**config.mk**
```make
export PLATFORM = sky130hd
export DESIGN_NAME = response_framer
export DESIGN_NICKNAME = d
export VERILOG_FILES = /design/src/rtl/response_framer.sv
export SDC_FILE = /design/constraint.sdc
export NUM_CORES = 1
export LEC_CHECK = 0
export ABC_CLOCK_PERIOD_IN_PS = 8700
export CAP_MARGIN = 20
export CORE_MARGIN = 8
export CORE_UTILIZATION = 50
export DETAILED_ROUTE_END_ITERATION = 6
export PLACE_DENSITY_LB_ADDON = 0.2
export SYNTH_ARGS = -nofsm -noshare
export SYNTH_HDL_FRONTEND = slang
export SYNTH_SLANG_ARGS = --single-unit
```
**constraint.sdc**
```tcl
create_clock -name clk -period 8.7 [get_ports clk]
set_clock_uncertainty 0.1 [all_clocks]
set_input_delay 2.61 -clock clk [delete_from_list [all_inputs] [get_ports clk]]
set_output_delay 2.61 -clock clk [all_outputs]
set_load 0.005 [all_outputs]
```
**src/rtl/response_framer.sv**
```systemverilog
// response_framer: buffers the answering unit's param words and emits one framed response
// (header + params) per cmd_done, arbitrating involuntary requests round-robin. Define RSP_CHECKSUM_EN for an XOR trailer.
module response_framer #(
  parameter int NUNITS      = 4,
  parameter int PARAM_DEPTH = 16
) (
  input  logic                      clk,
  input  logic                      rst,
  input  logic [33*NUNITS-1:0]      unit_param_data,
  input  logic [NUNITS-1:0]         unit_param_write,
  input  logic [NUNITS-1:0]         unit_cmd_done,
  input  logic [NUNITS-1:0]         unit_invol_req,
  output logic [NUNITS-1:0]         unit_invol_grant,
  input  logic                      cmd_busy,
  input  logic [$clog2(NUNITS)-1:0] cmd_unit,
  output logic                      framer_busy,
  output logic [31:0]               msg_data,
  output logic                      msg_tag,
  output logic                      msg_valid,
  output logic                      msg_last,
  input  logic                      msg_ready
);
  localparam int UW = $clog2(NUNITS);
  localparam int SW = UW + 1;
  localparam int AW = $clog2(PARAM_DEPTH);
  localparam int CW = $clog2(PARAM_DEPTH + 1);
  localparam logic [CW-1:0] DEPTH_C = CW'(PARAM_DEPTH);
  localparam logic [CW-1:0] ONE_C   = CW'(1);
  localparam logic [SW-1:0] NU_C    = SW'(NUNITS);
`ifdef RSP_CHECKSUM_EN
  localparam bit CK_EN = 1'b1;
`else
  localparam bit CK_EN = 1'b0;
`endif

  typedef enum logic [2:0] {
    IDLE    = 3'd0,
    GRANT   = 3'd1,
    COLLECT = 3'd2,
    HEADER  = 3'd3,
    PAYLOAD = 3'd4,
    TRAILER = 3'd5
  } state_t;

  state_t            state, next_state;
  logic [UW-1:0]     src, rr, pick;
  logic              pick_found;
  logic [SW-1:0]     scan;
  logic [CW-1:0]     count, rd_idx;
  logic              overflow;
  logic [32:0]       mem [PARAM_DEPTH];
  logic [32:0]       src_data, rd_word;
  logic              src_write, src_done, push_en, accept;
  logic [31:0]       header, csum;
  logic [31:0]       nxt_data, nxt_csum;
  logic              nxt_valid, nxt_tag, nxt_last;
  logic [NUNITS-1:0] nxt_grant;

  function automatic logic [UW-1:0] wrap_inc(input logic [UW-1:0] v);
    if (v == UW'(NUNITS - 1)) return {UW{1'b0}};
    else return v + UW'(1);
  endfunction

  function automatic logic [31:0] csum_fold(input logic [31:0] acc, input logic [32:0] word);
    return acc ^ word[31:0];
  endfunction

  // Only the current source unit is observed; everyone else's strobes are ignored.
  assign src_data  = unit_param_data[32'd33 * int'(src) +: 33];
  assign src_write = unit_param_write[src];
  assign src_done  = unit_cmd_done[src];
  assign push_en   = (state == COLLECT) && src_write && !src_done && (count < DEPTH_C);
  assign accept    = msg_valid && msg_ready;
  assign rd_word   = mem[rd_idx[AW-1:0]];
  assign header    = {src_data[7:0], 8'(count), overflow, 7'b0000000, 8'(src)};

  // Round-robin search: first requester at or after rr.
  always_comb begin
    pick       = rr;
    pick_found = 1'b0;
    scan       = {SW{1'b0}};
    for (int k = 0; k < NUNITS; k++) begin
      scan = {1'b0, rr} + SW'(k);
      if (scan >= NU_C) scan = scan - NU_C;
      else scan = scan;
      if (!pick_found && unit_invol_req[scan[UW-1:0]]) begin
        pick       = scan[UW-1:0];
        pick_found = 1'b1;
      end else begin
        pick_found = pick_found;
      end
    end
  end

  // State register.
  always_ff @(posedge clk) begin
    if (rst) state <= IDLE;
    else     state <= next_state;
  end

  // Next-state logic; HEADER and PAYLOAD share the same "load next word" rule.
  always_comb begin
    next_state = state;
    case (state)
      IDLE: begin
        if (cmd_busy)        next_state = COLLECT;
        else if (pick_found) next_state = GRANT;
        else                 next_state = IDLE;
      end
      GRANT:   next_state = COLLECT;
      COLLECT: begin
        if (src_done) next_state = HEADER;
        else          next_state = COLLECT;
      end
      HEADER, PAYLOAD: begin
        if (!accept)              next_state = state;
        else if (rd_idx != count) next_state = PAYLOAD;
        else if (CK_EN)           next_state = TRAILER;
        else                      next_state = IDLE;
      end
      TRAILER: begin
        if (accept) next_state = IDLE;
        else        next_state = TRAILER;
      end
      default: next_state = IDLE;
    endcase
  end

  // Next values of the registered output beat; a beat is only replaced once accepted.
  always_comb begin
    nxt_valid = msg_valid;
    nxt_data  = msg_data;
    nxt_tag   = msg_tag;
    nxt_last  = msg_last;
    nxt_csum  = csum;
    nxt_grant = {NUNITS{1'b0}};
    case (state)
      IDLE: begin
        if (!cmd_busy && pick_found) nxt_grant = NUNITS'(1) << pick;
        else                         nxt_grant = {NUNITS{1'b0}};
      end
      COLLECT: begin
        if (src_done) begin
          nxt_valid = 1'b1;
          nxt_data  = header;
          nxt_tag   = 1'b0;
          nxt_last  = (count == {CW{1'b0}}) && !CK_EN;
          nxt_csum  = header;
        end else begin
          nxt_valid = 1'b0;
        end
      end
      HEADER, PAYLOAD: begin
        if (accept && (rd_idx != count)) begin
          nxt_valid = 1'b1;
          nxt_data  = rd_word[31:0];
          nxt_tag   = rd_word[32];
          nxt_last  = ((rd_idx + ONE_C) == count) && !CK_EN;
          nxt_csum  = csum_fold(csum, rd_word);
        end else if (accept && CK_EN) begin
          nxt_valid = 1'b1;
          nxt_data  = csum;
          nxt_tag   = 1'b0;
          nxt_last  = 1'b1;
        end else if (accept) begin
          nxt_valid = 1'b0;
          nxt_data  = 32'h0000_0000;
          nxt_tag   = 1'b0;
          nxt_last  = 1'b0;
        end else begin
          nxt_valid = msg_valid;
        end
      end
      TRAILER: begin
        if (accept) begin
          nxt_valid = 1'b0;
          nxt_data  = 32'h0000_0000;
          nxt_tag   = 1'b0;
          nxt_last  = 1'b0;
        end else begin
          nxt_valid = msg_valid;
        end
      end
      default: begin
        nxt_valid = 1'b0;
        nxt_data  = 32'h0000_0000;
        nxt_tag   = 1'b0;
        nxt_last  = 1'b0;
      end
    endcase
  end

  // Output, arbitration and FIFO bookkeeping registers.
  always_ff @(posedge clk) begin
    if (rst) begin
      msg_valid        <= 1'b0;
      msg_data         <= 32'h0000_0000;
      msg_tag          <= 1'b0;
      msg_last         <= 1'b0;
      csum             <= 32'h0000_0000;
      unit_invol_grant <= {NUNITS{1'b0}};
      framer_busy      <= 1'b0;
      count            <= {CW{1'b0}};
      rd_idx           <= {CW{1'b0}};
      overflow         <= 1'b0;
      src              <= {UW{1'b0}};
      rr               <= {UW{1'b0}};
    end else begin
      msg_valid        <= nxt_valid;
      msg_data         <= nxt_data;
      msg_tag          <= nxt_tag;
      msg_last         <= nxt_last;
      csum             <= nxt_csum;
      unit_invol_grant <= nxt_grant;
      framer_busy      <= (next_state != IDLE);
      if (state == IDLE) begin
        count    <= {CW{1'b0}};
        rd_idx   <= {CW{1'b0}};
        overflow <= 1'b0;
        if (cmd_busy) begin
          src <= cmd_unit;
        end else if (pick_found) begin
          src <= pick;
          rr  <= wrap_inc(pick);
        end
      end else if (state == COLLECT) begin
        if (push_en) count <= count + ONE_C;
        if ((state == COLLECT) && src_write && !src_done && (count == DEPTH_C)) overflow <= 1'b1;
      end else if ((state == HEADER || state == PAYLOAD) && accept && (rd_idx != count)) begin
        rd_idx <= rd_idx + ONE_C;
      end
    end
  end

  // Param storage; cleared logically by resetting count.
  always_ff @(posedge clk) begin
    if (push_en) mem[count[AW-1:0]] <= src_data;
  end
endmodule
```
==> reports/results.txt <==
sequential fraction of design power - 53.4%
post_cts resized - 0
FF+latch count, synth - 590
hold_buf cts - 0
Hold Path Class - register to register
mux share of post-synthesis cell area - 19.0%
postcts setup bufs - 0
initial drt markers - 1194
GPL Wtd Cong - 0.813
commonest non-fill, non-tap cell in the layout - edfxtp_1
Peak VDD IR - 0.186 mV
CP Depth - 6
crit-path max FO - 17
status - completed
RSZ-0062 raised after global routing - no
die area - 0.0544 sq mm
Worst-path clk slew - 0.06 ns
Clock power frac - 39.9%
syn avg cell area - 19.6 sq um
CTS max path bufs - 3
Ports - 190
Switching Share - 21.4%
Clock Latency Late Sink - 0.61 ns
GR Overflow Total - 0
reg2reg path depth - 6
global-route wire length before repair - 80.2 mm
Crit. End Element - register
Worst-Margin Slew - 0.959 ns
Horiz. Die Dim - 233 microns
worst stage delay on the critical path - 0.74 ns
Die H - 233 microns
distinct cell type count after synthesis - 55
post-layout minimum cycle time - 5.54 ns
DR vias/cell - 5.94
worst path cell trace - clkdlybuf4s50_1 -> mux4_2 -> nor4b_4 -> nand2_1 -> nor3_2 -> buf_4
CTS Sinks - 590
H-tree levels - 2
# diodes - 0
Crit-path slowest cell - nor3_2
initial antenna violation count - 1
critical path data arrival time - 5.71 ns
Compound-Gate Fraction of Synth Area - 3.28%
Setup crit start kind - input port
final worst path period share - 63.7%
post-synthesis async set-or-reset flop share - 0%
synthesized area - 0.0236 sq mm
combinational share of power - 6.6%
max-cap viol count - 0
Net Count, Synth - 1360
PD cells - 215 mW/mm^2
simple-gate share of the synthesized area - 3.16%
Sw Pwr - 0.00129 W
Crit Path Category - input port to register
setup TNS - 0 ns
Top delay family on crit path - simple AND/OR/NAND/NOR gates
adder-cell share of the synthesized area - 0.265%
PortBufs - 189
largest family of logic cells by synthesized area - multiplexers
row count - 79
WP buf/inv - 2
Post-Synthesis Cells - 1205
EDFF count, synth - 528
Design Power - 0.00605 W
routed vias - 12300
flop2flop setup slack - 4.85 ns
drt pass-1 iters - 7
maximum number of pins on one net before global-route repair - 90
fin nets - 1564
core box area - 0.0466 sq mm
post-DP HPWL - 32.2 mm
sequential area share after synthesis - 72.4%
total CTS buffers - 57
r2r startpoint - src[1]
final setup violation count - 0
layout cells sized above 1 - 23.1%
Fmax - 181 MHz
number of global-route vias before repair - 12900
Root Driver - clkbuf_16
Critical path origin - unit_cmd_done[3]
Routed wire per std cell - 26.0 microns
DRC violations left - 0
P_leak - 8.65 nW
Final Hold Fails - 0
Setup crit end - mem[2][22]
CTS tree - done
Worst EP required - 8.87 ns
Synth warnings - 0
Routed Wire Length - 53.7 mm
xor/xnor share of the synthesized area - 0.445%
GRT Total Usage - 19.7%
max-slew violation count - 0
most frequent cells in the layout - 528 x edfxtp_1, 189 x clkdlybuf4s50_1, 167 x mux4_2, 57 x clkbuf_16, 56 x dfxtp_1
Initial Util - 50.7%
synth-to-layout area growth - 19.1%
R2R Path End - mem[2][22]
Int Power - 0.00476 W
Post-synth top flop - edfxtp_1
worst slew margin relative to its limit - 36.1%
Routed Antenna Nets - 0
min-delay src - msg_data[4]
-- how the worst min path moves through the flow --
stage                        to  slack (ns)  cells after the start
floorplan              overflow        0.34                      2
CTS                 msg_data[9]        0.36                      2
global placement    msg_data[9]        0.33                      2
detailed placement  msg_data[4]        0.34                      2
global route        msg_data[9]        0.38                      2
finish              msg_data[4]        0.35                      2
-- cell type report --
class                   count  area [sq um]
clock inverters            37           344
fillers                  3343         18400
multi-input cells         535          6290
inverters                   9          33.8
repair buffers            216          2110
well taps                 607           759
flip-flops and latches    590         17100
clock buffers              70          1480
-- cell usage after synthesis, types with 11 or more instances --
cell type  instances  area (sq um)
nor2_1            58           218
mux4_2           167          3760
clkbuf_1          33           124
buf_2             26           130
a22oi_1           14           105
nand2_1           41           154
buf_1             11          41.3
mux2_2            30           338
dfxtp_1           62          1240
edfxtp_1         528         15900
a21oi_1           38           190
o21ai_0           39           195
mux2i_1           39           390
-- logic make-up after synthesis --
kind of cell | count (synthesis)
buffers and inverters | 80
muxes | 236
AOI/OAI and AO/OA | 125
DFF | 590
xor gates and xnor gates | 12
adders and majority gates | 5
and+or+nand+nor | 157
-- sequential cells by signal, summed over array words and instances, names as in the netlist, 2 cells and up, named ones only --
register          count
mem                 528
msg_data             32
count                 5
rd_idx                5
unit_invol_grant      4
state                 3
rr                    2
src                   2
-- per-layer routing --
metal	global-route usage, %	vias up	wire, microns
met5	0	-	0
met3	3.70	69	3070
met2	32.9	382	26800
met1	26.9	6436	22700
li1	-	5363	-
met4	4.52	0	1050
-- power by group through the flow --
| stage | Combinational [W] | Clock (W) | Sequential [W] |
|---|---|---|---|
| 3_3_place_gp | 0.000392 | 0 | 0.00329 |
| 3_5_place_dp | 0.000405 | 0 | 0.00329 |
| 4_1_cts | 0.000406 | 0.00245 | 0.00323 |
| 2_1_floorplan | 0.000216 | 0 | 0.00328 |
| 6_report | 0.000401 | 0.00242 | 0.00323 |
| 5_1_grt | 0.000433 | 0.00257 | 0.00324 |
-- stage by stage --
| stage | hold slack [ns] | util, % | instances | setup slack, ns | area, sq um |
|---|---|---|---|---|---|
| floorplan | 0.338 | - | 1205 | 2.11 | 23600 |
| global route | 0.384 | 60.4 | 2064 | 3.07 | 28100 |
| global placement | 0.334 | 56.5 | 1957 | 2.61 | 26300 |
| detailed placement | 0.345 | 56.5 | 1957 | 2.55 | 26300 |
| CTS | 0.359 | 60.4 | 2064 | 3.19 | 28100 |
| finish | 0.352 | 60.4 | 2064 | 3.16 | 28100 |
-- worst reg2reg max path, cell delays in order (launching register included) --
cell,delay (ns)
dfxtp_2,0.31
buf_4,0.50
mux4_2,0.52
nor4b_4,0.53
nand2_1,0.34
nor3_2,0.74
buf_4,0.47
Power figures use the tool's default switching activity.
